==> src/rtl/mem_stall_ctrl.sv <==
`timescale 1ns/1ps
`default_nettype none
// ============================================================================
// Module      : mem_stall_ctrl
// Description : Multi-port memory stall controller. Each port tracks one
//               outstanding request through IDLE / WAIT / DRAIN. The block
//               drives the global pipeline stall, returns per-port
//               request-ready and response-accept signals, drops wrong-path
//               responses after a flush, and flags timeouts and spurious
//               responses. A saturating counter records stalled cycles.
// Revision    : 1.0 - initial release
// ----------------------------------------------------------------------------
// Ports:
//   clk             in   1          clock, all state on rising edge
//   rst             in   1          synchronous active-high reset
//   req_i           in   NUM_PORTS  per-port request issued this cycle
//   resp_i          in   NUM_PORTS  per-port response returned this cycle
//   flush_i         in   1          pipeline flush, squashes in-flight requests
//   req_ready_o     out  NUM_PORTS  port may issue a request this cycle
//   resp_accept_o   out  NUM_PORTS  response valid, pipeline must consume it
//   busy_o          out  NUM_PORTS  port is in WAIT or DRAIN
//   stall_o         out  1          freeze pipeline stage registers
//   timeout_err_o   out  NUM_PORTS  sticky per-port timeout flag
//   spurious_err_o  out  NUM_PORTS  sticky flag: response seen while IDLE
//   stall_cycles_o  out  CNT_W      saturating count of stalled cycles
// ============================================================================
module mem_stall_ctrl #(
    parameter int NUM_PORTS   = 2,
    parameter int TIMEOUT_CYC = 255,
    parameter int TO_W        = 8,
    parameter int CNT_W       = 32
) (
    input  logic                 clk,
    input  logic                 rst,
    input  logic [NUM_PORTS-1:0] req_i,
    input  logic [NUM_PORTS-1:0] resp_i,
    input  logic                 flush_i,
    output logic [NUM_PORTS-1:0] req_ready_o,
    output logic [NUM_PORTS-1:0] resp_accept_o,
    output logic [NUM_PORTS-1:0] busy_o,
    output logic                 stall_o,
    output logic [NUM_PORTS-1:0] timeout_err_o,
    output logic [NUM_PORTS-1:0] spurious_err_o,
    output logic [CNT_W-1:0]     stall_cycles_o
);

    localparam logic [1:0] c_idle  = 2'd0;
    localparam logic [1:0] c_wait  = 2'd1;
    localparam logic [1:0] c_drain = 2'd2;

    localparam logic [TO_W-1:0] c_to_lim = TO_W'(TIMEOUT_CYC);
    localparam bit              c_to_en  = (TIMEOUT_CYC != 0);

    logic [NUM_PORTS-1:0] w_stall_port;
    logic [CNT_W-1:0]     stall_cnt_q;
    logic [CNT_W-1:0]     stall_cnt_d;

    genvar g;
    generate
        for (g = 0; g < NUM_PORTS; g++) begin : g_port
            logic [1:0]      state_q;
            logic [1:0]      state_d;
            logic [TO_W-1:0] to_cnt_q;
            logic [TO_W-1:0] to_cnt_d;
            logic [TO_W-1:0] w_to_inc;
            logic            to_err_q;
            logic            to_err_d;
            logic            spur_q;
            logic            spur_d;
            logic            w_cnt_clr;
            logic            w_ready;
            logic            w_accept;
            logic            w_stall;

            assign w_to_inc = (to_cnt_q == '1) ? to_cnt_q : to_cnt_q + 1'b1;

            always_comb begin
                state_d   = state_q;
                spur_d    = spur_q;
                w_cnt_clr = 1'b0;
                w_ready   = 1'b0;
                w_accept  = 1'b0;
                w_stall   = 1'b0;
                case (state_q)
                    c_idle: begin
                        w_ready = !flush_i;
                        if (resp_i[g]) begin
                            spur_d = 1'b1;
                        end
                        if (req_i[g] && !flush_i) begin
                            state_d   = c_wait;
                            w_cnt_clr = 1'b1;
                        end
                    end
                    c_wait: begin
                        if (resp_i[g]) begin
                            w_cnt_clr = 1'b1;
                            if (!flush_i) begin
                                w_accept = 1'b1;
                                w_ready  = 1'b1;
                                // A request in the response cycle chains
                                // straight into a fresh wait.
                                state_d  = req_i[g] ? c_wait : c_idle;
                            end else begin
                                // Flushed response: data and any same-cycle
                                // request are both wrong-path.
                                state_d = c_idle;
                            end
                        end else begin
                            w_stall = 1'b1;
                            if (flush_i) begin
                                state_d = c_drain;
                            end
                        end
                    end
                    c_drain: begin
                        // Hold the pipeline until the squashed response has
                        // been swallowed, so it cannot be mistaken for the
                        // reply to a post-flush request.
                        w_stall = 1'b1;
                        if (resp_i[g]) begin
                            state_d   = c_idle;
                            w_cnt_clr = 1'b1;
                        end
                    end
                    default: begin
                        state_d   = c_idle;
                        w_cnt_clr = 1'b1;
                    end
                endcase
            end

            always_comb begin
                to_cnt_d = to_cnt_q;
                to_err_d = to_err_q;
                if (w_cnt_clr) begin
                    to_cnt_d = '0;
                end else if (state_q != c_idle) begin
                    to_cnt_d = w_to_inc;
                    if (c_to_en && (w_to_inc == c_to_lim)) begin
                        to_err_d = 1'b1;
                    end
                end
            end

            always_ff @(posedge clk) begin
                if (rst) begin
                    state_q  <= c_idle;
                    to_cnt_q <= '0;
                    to_err_q <= 1'b0;
                    spur_q   <= 1'b0;
                end else begin
                    state_q  <= state_d;
                    to_cnt_q <= to_cnt_d;
                    to_err_q <= to_err_d;
                    spur_q   <= spur_d;
                end
            end

            assign req_ready_o[g]    = w_ready;
            assign resp_accept_o[g]  = w_accept;
            assign busy_o[g]         = (state_q != c_idle);
            assign timeout_err_o[g]  = to_err_q;
            assign spurious_err_o[g] = spur_q;
            assign w_stall_port[g]   = w_stall;
        end
    endgenerate

    assign stall_o = |w_stall_port;

    always_comb begin
        stall_cnt_d = stall_cnt_q;
        if (stall_o && (stall_cnt_q != '1)) begin
            stall_cnt_d = stall_cnt_q + 1'b1;
        end
    end

    always_ff @(posedge clk) begin
        if (rst) begin
            stall_cnt_q <= '0;
        end else begin
            stall_cnt_q <= stall_cnt_d;
        end
    end

    assign stall_cycles_o = stall_cnt_q;

endmodule
`default_nettype wire
==> config.mk <==
export PLATFORM = sky130hd
export DESIGN_NAME = mem_stall_ctrl
export DESIGN_NICKNAME = d
export VERILOG_FILES = /design/src/rtl/mem_stall_ctrl.sv
export SDC_FILE = /design/constraint.sdc
export NUM_CORES = 1
export LEC_CHECK = 0
export ABC_AREA = 1
export BUFFER_PORTS_ARGS = -buffer_cell sky130_fd_sc_hd__buf_4
export CELL_PAD_IN_SITES_DETAIL_PLACEMENT = 0
export CELL_PAD_IN_SITES_GLOBAL_PLACEMENT = 1
export CORE_ASPECT_RATIO = 0.5
export CORE_UTILIZATION = 30
export DETAILED_ROUTE_END_ITERATION = 8
export GPL_ROUTABILITY_DRIVEN = 0
export PLACE_DENSITY_LB_ADDON = 0.25
export SLEW_MARGIN = 20
export SYNTH_ARGS = -nofsm -noshare
export SYNTH_HDL_FRONTEND = slang
export SYNTH_SLANG_ARGS = --single-unit
==> constraint.sdc <==
create_clock -name clk -period 2.5 [get_ports clk]
set_clock_uncertainty 0.15 [all_clocks]
set_input_delay 0.25 -clock clk [delete_from_list [all_inputs] [get_ports clk]]
set_output_delay 0.25 -clock clk [all_outputs]
set_load 0.01 [all_outputs]
### Yosys cells after proc, flatten, opt, wreduce, memory -nomap -nowiden

Cells that the tools add are included.

* flip-flop bits (word level): 56
* input bits: 7
* output and inout port bits: 43
* word-level logic and storage cells: 80

* add/subtract/negate cells: 3
* eq/ne operators: 15
* muxes and demuxes: 32
* bitwise operators: 2
* reductions and logical operators: 19

Operators by type and width (count)
* $add A32 B1 Y32 const B: 1
* $eq A8 B8 Y1 const B: 4
* $ne A32 B32 Y1 const B: 1
* $add A8 B1 Y8 const B: 2
* $mux W8: 2
* $mux W1: 15
* $mux W2: 7
* $pmux W1 S2: 6
* $pmux W2 S3: 2
* $reduce_and A3 Y1: 4
* $reduce_or A2 Y1: 5
* $ne A2 B2 Y1 const B: 4
* $ne A3 B3 Y1 const B: 2
* $eq A2 B1 Y1 const B: 2
* $eq A2 B2 Y1 const B: 2
* $logic_not A2 Y1: 2
* $reduce_and A2 Y1: 2
* $reduce_bool A2 Y1: 2
* $logic_and A1 B1 Y1: 3
* $not A1 Y1: 2
* $logic_not A1 Y1: 1

### Logic depth before layout (Yosys ltp)

* depth in word-level cells: 6
* depth in mapped cells: 11
* gate-level depth less buffers: 10

### Worst setup path after synthesis

Ideal clock, no wire load.

* kind: reg-to-reg
* start point: register stall_cnt_q[1], in the netlist stall_cycles_o[1]
* end point: register stall_cnt_q[9], in the netlist stall_cycles_o[9]
* library setup time: 0.142 ns
* data arrival time: 1.569 ns
* required time: 2.208 ns
* setup slack: 0.639 ns
* cell stages (with the launch flop): 11
* path buffers: 2
* period minus slack after synthesis: 1.861 ns
* path through: dfxtp_1 > ha_1 > inv_1 > nor2_4 > nand2_4 > nor2_4 > a21boi_2 > buf_6 > buf_8 > nand2_2 > a21oi_2

* word-level cells in the longest chain between the ends: 2
* elaborated cells on any way between the ends: 3
* classes of those cells: add/sub: 1; eq/ne: 1; reduce/logical: 1

RTL lines
* start: declaration: line 55 `logic [CNT_W-1:0] stall_cnt_q;`
* start signal: assignment: line 182 `stall_cnt_q <= stall_cnt_d;`
* branches (longest 2 deep; another with $add A32 B1 Y32)

Parallel ways; which one is timed is not known.
A chain may end at the register's enable or synchronous reset.

### Worst setup path in the final report

* start point: register g_port[1].state_q[1]
* end point: register stall_cnt_q[26], in the netlist stall_cycles_o[26]

* word-level cells in the longest chain between the ends: 4
* elaborated cells on any way between the ends: 5
* classes of those cells: eq/ne: 2; mux: 1; reduce/logical: 2

RTL lines
* start: declaration: line 61 `logic [1:0] state_q;`
* start signal: assignment: line 148 `state_q <= c_idle;`
* start signal: assignment: line 153 `state_q <= state_d;`
* $eq A2 B2 Y1 or $eq A2 B1 Y1 (tied branches): line 84 `case (state_q)`
* $pmux W1 S2 *: line 84
* $reduce_or A2 Y1 *: line 169 `assign stall_o = |w_stall_port;`
* $logic_and A1 B1 Y1 *: line 173 `if (stall_o && (stall_cnt_q != '1)) begin`

Mark *: on every way between the ends. The rest lies on a longest branch, timed or not.

==> metrics.yaml <==
status:
  status: "complete, no violations"
logic_synthesis:
  yosysMostFrequentCell: "nand2_1"
  yosysTopAreaCellShare_pct: 29.6
  synth.net_count: 608
  synthCells: 590
  synth_top_cell_by_area: "dfxtp_1"
  syn_area_per_cell_um2: 6.41
  yosys-top-cells-area: "dfxtp_1, nand2_1, nor2_1"
  synth-seq-cells: 56
  ys.flop_type: "dfxtp_1"
  synth_edf_count: 0
  ys_seq_area_share_pct: 29.6
  synth.distinct_cells: 33
  ys_warn_count: 0
  ys_top_cells_by_count: "nand2_1, nor2_1, inv_1, dfxtp_1, o21ai_0"
  async_flop_share_pct: 0
  syn_area_um2: 3780
detailed_routing:
  num_vias: 3548
  wirelength_um: 10100
  vias_per_cell: 4.44
  ant_nets: 0
  drt_iter0_drc: 158
  drc_errors: 0
  routedWlPerCell_um: 12.6
  firstDrtPassIters: 4
finish:
  nets: 652
  filler_cell_count: 1379
  drive_gt1_share_pct: 18.0
  finish.utilization_pct: 37.1
  area_growth_pct: 18.2
  num_antenna_cells: 0
  final_cells: 800
worst_setup_path:
  start_kind: "flip-flop"
  setup.worst_path.class: "flip-flop to flip-flop"
  cp.arrival_ps: 2190
  crit_start: "g_port[1].state_q[1]"
  cp.required_ps: 2590
  cp-end-kind: "flip-flop"
  r2r-start: "g_port[1].state_q[1]"
  crit_fanout: 26
sta:
  worst_slack_ps: 400
  relSlewSlack_pct: 65.7
  period_needed_ps: 2100
  fin_crit_sh_pct: 84.0
  setup_viol: 0
  tightest_slew_ps: 515
  whs_ps: 74.8
  setup_tns_ps: 0
  slew_violations: 0
  finalHoldViolCount: 0
  rsz0062_at_grt: "false"
  timing.fmax_mhz: 476
global_route:
  antenna_found_initial: 0
  grt_pass1_vias: 3330
  grt_pass1_wl_um: 16800
  grt_overflow_total: 0
  grt_max_degree: 35
  track_usage_pct: 16.1
clock_network:
  cts-root-buf: "clkbuf_16"
  cts_sinks: 56
  cts_htree_levels: 2
  clk_pin_slew_ps: 80
  postCtsResizedCells: 0
  cts_tree: "done"
  postCtsHoldBufs: 0
  post_cts_buffers: 0
  ctsLongestPathBuffers: 2
  cts_buffers: 5
  clk_latency_ps: 300
placement:
  place_ws_ps: 401
  place_hpwl_um: 7620
  io_buffers: 49
  dpl.cell_count: 792
floorplan:
  initial_core_util_pct: 31.4
  die_h_um: 81.4
  core_um2: 12100
  die_w_um: 161
  num_io_pins: 50
  dieArea_um2: 13100
  num_rows: 28
power:
  ir_worst_vdd_mv: 0.270
  p_leak_nw: 1.79
  p_per_area_nw_per_um2: 792
run:
  cap_violations: 0
min_path:
  worst_hold_path_type: "input port to flip-flop"
  min_from: "resp_i[1]"
## where the power goes
group	leakage, nW	internal [W]	switching, W	total (W)
clock network	0.0901	0.000530	0.000361	0.000890
logic	1.24	0.000518	0.000929	0.00145
registers	0.455	0.00105	0.000151	0.00121
## placed cells by master (no fill, tap or decap), types with 5 or more instances in the layout
cell	count
o21ai_0	30
clkbuf_16	5
a21oi_1	27
dfxtp_1	56
a211oi_1	6
ha_1	11
nand3_1	25
inv_1	69
a21oi_2	21
nand2_1	170
nor2_1	90
nand2_2	13
buf_4	58
xor2_1	18
## flip-flops by register name, indices dropped and copies added, names as in the netlist
name,flops
g_port.spur_q,2
g_port.state_q,4
g_port.to_cnt_q,16
g_port.to_err_q,2
stall_cycles_o,32
## routing by layer
metal | GRT usage [%] | share of wire, %
met1 | 22.0 | 54
met2 | 26.9 | 43
met3 | 3.33 | 2.3
met4 | 2.55 | 0.69
met5 | 0 | 0
## critical path, cell delays in order (launching register included)
cell and delay [ps]:
dfxtp_1 330, inv_1 100, ha_1 190, inv_1 60
nor2_2 130, o21ai_0 110, nand2_2 160, a21boi_2 340
buf_12 230, o21ai_0 110, a21oi_1 120
## final timing paths
kind                        endpoint  slack [ps]  cells after the start
setup / recovery  stall_cycles_o[26]         400                     10
hold / removal      g_port[1].spur_q          70                      3
setup reg to reg  stall_cycles_o[26]         400                     10
hold reg to reg   g_port[0].to_err_q         300                      2
## cells by family (layout without fill, tap and decap cells)
kind of cell	Yosys count	after routing	share of synthesized area [%]
flip-flops	56	56	29.6
adder cells (fa/ha/maj)	11	11	3.64
AO/OA/AOI/OAI	95	95	15.7
XOR/XNOR	22	22	5.09
buffers and inverters	92	137	11.1
AND/OR/NAND/NOR	314	314	34.8
## through the flow
step | power (W) | area (µm²)
floorplan | 0.00235 | 3780
global placement | 0.00269 | 4290
detailed placement | 0.00269 | 4290
CTS | 0.00358 | 4470
global route | 0.00385 | 4470
finish | 0.00354 | 4470
## cell type report
| type | instances | area, µm² | share of cell area [%] |
|---|---|---|---|
| clock buffers | 7 | 153 | 3.41 |
| inverters | 70 | 263 | 5.88 |
| well taps | 165 | 206 | 4.62 |
| multi-input cells | 442 | 2240 | 50.2 |
| repair buffers | 59 | 455 | 10.2 |
| flip-flops and latches | 56 | 1120 | 25.1 |
| clock inverters | 1 | 30.0 | 0.672 |
Power figures use the tool's default switching activity.
